$ cat src/rtl/fetch_unit.sv
// Instruction fetch unit: requests one word per pc, holds it for decode,
// then steps, branches or halts on acceptance.
`ifndef InstrWidth
`define InstrWidth 16
`endif

module fetch_unit #(
  parameter int ADDR_WIDTH  = 16,
  parameter int INSTR_WIDTH = `InstrWidth
) (
  input  logic                   clk,
  input  logic                   rst_n,
  output logic                   mem_req,
  output logic [ADDR_WIDTH-1:0]  mem_addr,
  input  logic                   mem_ack,
  input  logic [INSTR_WIDTH-1:0] mem_rdata,
  output logic [INSTR_WIDTH-1:0] instr,
  output logic                   instr_valid,
  input  logic                   instr_ready,
  input  logic                   halted,
  input  logic                   branch_en,
  input  logic [ADDR_WIDTH-1:0]  branch_target,
  output logic [ADDR_WIDTH-1:0]  pc,
  output logic                   fetch_halted
);

  localparam logic [1:0] IDLE  = 2'd0;
  localparam logic [1:0] FETCH = 2'd1;
  localparam logic [1:0] VALID = 2'd2;
  localparam logic [1:0] HALT  = 2'd3;

  localparam logic [ADDR_WIDTH-1:0] PC_ONE =
    {{(ADDR_WIDTH-1){1'b0}}, 1'b1};

  logic [1:0] state;

  // pc is a flop, so the address is registered for free
  assign mem_addr = pc;

  always_ff @(posedge clk or negedge rst_n) begin
    if (!rst_n) begin
      state        <= IDLE;
      pc           <= '0;
      mem_req      <= 1'b0;
      instr        <= '0;
      instr_valid  <= 1'b0;
      fetch_halted <= 1'b0;
    end else begin
      unique case (state)
        IDLE: begin
          state   <= FETCH;
          mem_req <= 1'b1;
        end
        FETCH: begin
          if (mem_ack) begin
            instr       <= mem_rdata;
            instr_valid <= 1'b1;
            mem_req     <= 1'b0;
            state       <= VALID;
          end
        end
        VALID: begin
          if (instr_ready) begin
            instr_valid <= 1'b0;
            // halt wins over a simultaneous branch
            if (halted) begin
              state        <= HALT;
              fetch_halted <= 1'b1;
            end else begin
              pc      <= branch_en ? branch_target : pc + PC_ONE;
              mem_req <= 1'b1;
              state   <= FETCH;
            end
          end
        end
        HALT: begin
          state <= HALT;
        end
      endcase
    end
  end

endmodule

$ cat config.mk
export PLATFORM = sky130hd
export DESIGN_NAME = fetch_unit
export DESIGN_NICKNAME = d
export VERILOG_FILES = /design/src/rtl/fetch_unit.sv
export SDC_FILE = /design/constraint.sdc
export NUM_CORES = 1
export LEC_CHECK = 0
export BUFFER_PORTS_ARGS = -buffer_cell sky130_fd_sc_hd__buf_2
export CAP_MARGIN = 20
export CORE_MARGIN = 5
export CORE_UTILIZATION = 40
export CTS_BUF_LIST = sky130_fd_sc_hd__clkbuf_4 sky130_fd_sc_hd__clkbuf_8
export DETAILED_ROUTE_END_ITERATION = 8
export PLACE_DENSITY = 0.67
export REMOVE_ABC_BUFFERS = 1
export SKIP_CTS_REPAIR_TIMING = 1
export SLEW_MARGIN = 10
export SYNTH_ARGS = -nofsm -noshare
export SYNTH_HDL_FRONTEND = slang
export SYNTH_SLANG_ARGS = --single-unit
$ cat constraint.sdc
create_clock -name clk -period 4.55 [get_ports clk]
set_input_delay 1.1375 -clock clk [delete_from_list [all_inputs] [get_ports clk]]
set_output_delay 1.1375 -clock clk [all_outputs]
set_load 0.01 [all_outputs]
Word level (Yosys, flattened, before mapping)
Index checks and enable logic that the tools add are counted.
W data, S select, Z words.

storage, ports and cells
  flip-flop bits (word level) = 37
  input port bits = 38
  output and inout port bits = 51

operators by class
  $add $sub $neg = 1
  eq/ne operators = 6
  muxes and demuxes = 12
  bitwise gates (word level) = 1
  reduce and logical (&&, ||, !) cells = 9

operators with widths
  operator                 number
  $add A16 B1 Y16 const B  1
  $mux W16                 1
  $reduce_and A3 Y1        3
  $pmux W2 S4              1
  $mux W2                  3
  $ne A2 B2 Y1 const B     3
  $mux W1                  5
  $eq A2 B2 Y1 const B     2
  $reduce_and A2 Y1        2
  $reduce_and A4 Y1        1
  $pmux W1 S3              1
  $reduce_bool A3 Y1       1
  $eq A2 B1 Y1 const B     1
  $logic_not A2 Y1         1
  $pmux W1 S2              1
  $reduce_bool A2 Y1       1
  $not A1 Y1               1

Depth between registers and ports, before layout
  word-level depth = 3
  gate-level depth with buffers = 6
  depth with buffers taken out = 5

Least setup slack after synthesis
OpenSTA, ideal clock, no wires.

  kind = input port to flip-flop
  start point = in halted
  end point = reg pc[11] (netlist: mem_addr[11])
  setup time = 0.069 ns
  arrival = 2.116 ns
  data required time = 4.481 ns
  path slack = 2.365 ns
  stages on the path = 5
  buffers on the path = 1
  path through = nand4bb_1 > clkbuf_1 > or3_1 > or3_1 > nand3_1

on the way
  cells in the longest elaborated chain, start to end = 2

RTL lines
  what                         line  text
  start: declaration           20    input logic halted,
  $not A1 Y1 (no line)         -
  $reduce_and A3 Y1 (no line)  -
  end signal: assignment       70    pc <= branch_en ? branch_target : pc + PC_ONE;
  end: declaration             23    output logic [ADDR_WIDTH-1:0] pc,

Every way passes these cells.
A chain may end at the register's enable or synchronous reset.

Worst setup path after layout
  start point = reg pc[5] (netlist: mem_addr[5])
  end point = out pc[5]

No word-level cell between the ends.

==> results.md <==
- I/O pin count: 89
- Leak: between 1 and 1.5 nW
- Core Region: around 0.0048 mm2
- DP Cell Count: 326
- CTS tree: done
- CP Launch Type: flop
- Mapped Cells: 198
- Power Density: ~400 mW/mm2
- Netlist cell types: approximately 40
- Die width: 80.7 um
- I/O Buffers: 88
- Setup_tns: 0 ps
- TritonCTS buffer count: 5
- Tmin final: approximately 2200 ps
- First-pass GRT wire length: about 8100 um
- Top FF cell, synth: dfrtp_1
- Clock sinks: 37
- Critical path's top delay family: flip-flops
- Setup slack after layout: 2330 ps
- Adder-Cell Fraction of Synth Area: less than 1%
- Buf+Inv Stages, Crit Path: 1
- Row count: 25
- Outcome: complete, no violations
- Synth Area in XOR/XNOR: 0%
- Worst Hold Class: reg -> reg
- Vias per inst: about 5.2
- Fin. Hold Viols: 0
- Final hold slack: roughly 470 ps
- GPL Wtd Cong: between 0.8 and 0.9
- Pin count of the biggest net entering global routing: 38
- Ratio of final minimum period to clock period: 48.9%
- Mux cell area share after synthesis: 11.7%
- Final setup viols: 0
- Data required time of the critical path: 3410 ps
- Synthesized flop and latch total: 37
- Worst-path fanout max: 12
- Post-synthesis simple-gate area fraction: between 10% and 20%
- Async S/R FF share, synth: 100%
- Synth top area share: between 40% and 50%
- Initial antenna violation count: 0
- Post-synth EDFFs: 0
- Root Buffer: clkbuf_8
- CP endpoint kind: output pin
- Synth warn: 0
- Slew headroom: 44.0%
- Final core utilization: 51.4%
- Post-place setup slack: approximately 2000 ps
- Area contributors post-synth: dfrtp_1 46%, mux2_4 6.8%, buf_4 6.0%
- Grt ovf: 0
- CP Cell Sequence: buf_2
- Die area: between 0.006 and 0.007 mm2
- DRC viols: 0
- Pwr Total: roughly 1000 uW
- Detailed Routing Iterations Pass 1: 5
- Clock Skew: around 6.5 ps
- Starting Density: roughly two fifths
- # nets final: between 300 and 400
- Clk_lat worst skew: between 200 and 300 ps
- Mapped Area: between 0.002 and 0.0025 mm2
- Routed Antenna Nets: 0
- Fmax achieved: 450 MHz
- Clock Pin Slew Worst Setup and Hold Paths: ~80 ps
- # diodes: 0
- Largest family of logic cells by synthesized area: compound AO/OA/AOI/OAI gates
- Cell taking the most area after synthesis: dfrtp_1
- Worst-Margin Slew: between 800 and 900 ps
- Post-DP Area: approximately 0.0023 mm2
- Area Overhead vs Synth: 22.9%
- Clock buffer depth: 2
- Peak supply drop: between 0.00015 and 0.0002 V
- CP Data Arrival Time: 1090 ps
- Non-filler instance count after layout: ~330
- Final wirelength: a little over 5000 um
- Via count of the routed design: between 1500 and 2000
- Synth Area in Compound Gates: around 16%
- Hpwl dp: 3690 um
- Wire per inst: 15.3 um
- Fin. max-slew vios: 0
- H-Tree Depth: 2
- Chip height: 80.7 um
- Sequential area share after synthesis: 46.3%
- Layout cells sized above 1: between 40% and 50%
- Critical path's slowest cell: dfrtp_1
- Max_cap viols: 0
- RSZ-0062 raised after global routing: false
- Kind of critical path: reg -> out
- Slowest stage delay, CP: a little under 600 ps
- Syn avg cell area: a little over 10 um2
- Initial DRC count: 178
- Vias in the first global route: 1610
- Final instance area: ~0.0025 mm2
- GRT Total Usage: between 15 and 20%
==> worst reg2reg max path, stage by stage, from the launching register on <==
cell     delay [ps]
dfrtp_1         470
inv_2            70
or3_1           700
mux2_4          430
==> per-layer routing <==
layer / track usage (%) / vias to the layer above / wire length [um]
met4: 5.41 / 0 / 62
met1: 20.9 / 847 / 2190
met2: 26.7 / 45 / 2610
met3: 3.66 / 6 / 263
li1: - / 843 / -
met5: 0 / - / 0
==> worst paths after layout <==
path / startpoint / depth (start not counted) / to / slack (ps)
setup / recovery: mem_addr[5] / 1 / pc[5] / 2330
max in group asynchronous: rst_n / 1 / fetch_halted / 3080
setup reg to reg: state[0] / 3 / instr[5] / 2770
min in group asynchronous: rst_n / 1 / mem_addr[9] / 950
hold reg to reg: fetch_halted / 1 / fetch_halted / 470
hold / removal: fetch_halted / 1 / fetch_halted / 470
==> area by class of cell <==
class | count | area (um2)
Clock buffer | 6 | 82.6
Fill cell | 469 | 2320
Multi-Input combinational cell | 126 | 857
Timing Repair Buffer | 89 | 448
Sequential cell | 37 | 926
Tap cell | 67 | 83.8
Clock inverter | 2 | 37.5
Inverter | 7 | 26.3
==> kinds of logic after synthesis <==
logic type	count (synthesis)
AOI/OAI and AO/OA	55
and+or+nand+nor	52
DFF	37
buffers and inverters	35
muxes	18
adders and majority gates	1
==> Yosys cell counts (all sizes together), types with 2 or more instances <==
cell type and instances:
nor3 3, mux2i 2, nand2 11, a41o 3, inv 7, clkbuf 7, o21ai 20, a21oi 19
dfrtp 37, or3 3, nand3 11, buf 21, and3 5, nor4 2, o22ai 3, nand4 5
nor2 5, mux2 16, a32oi 2
==> cell usage in the layout (no fill, tap or decap), types with 3 or more instances in the layout <==
master	count
mux2_2	7
o22ai_1	3
and3_1	5
o21ai_0	20
nand2_1	11
nand3_1	11
dfrtp_1	37
nor2_1	5
buf_2	88
nand4_1	5
nor3_1	3
a21oi_1	19
mux2_4	9
or3_1	3
inv_1	6
clkbuf_8	6
==> flip-flops by register name (all words and copies together) (netlist names) <==
signal        count
fetch_halted      1
mem_req           1
instr            16
instr_valid       1
state             2
mem_addr         16
==> where the power goes <==
group / total (mW) / switching (mW) / internal, mW
Sequential: 0.442 / 0.0539 / 0.388
Clock: 0.305 / 0.126 / 0.178
Combinational: 0.229 / 0.111 / 0.118
No activity file was read; power rests on OpenSTA's default activity.
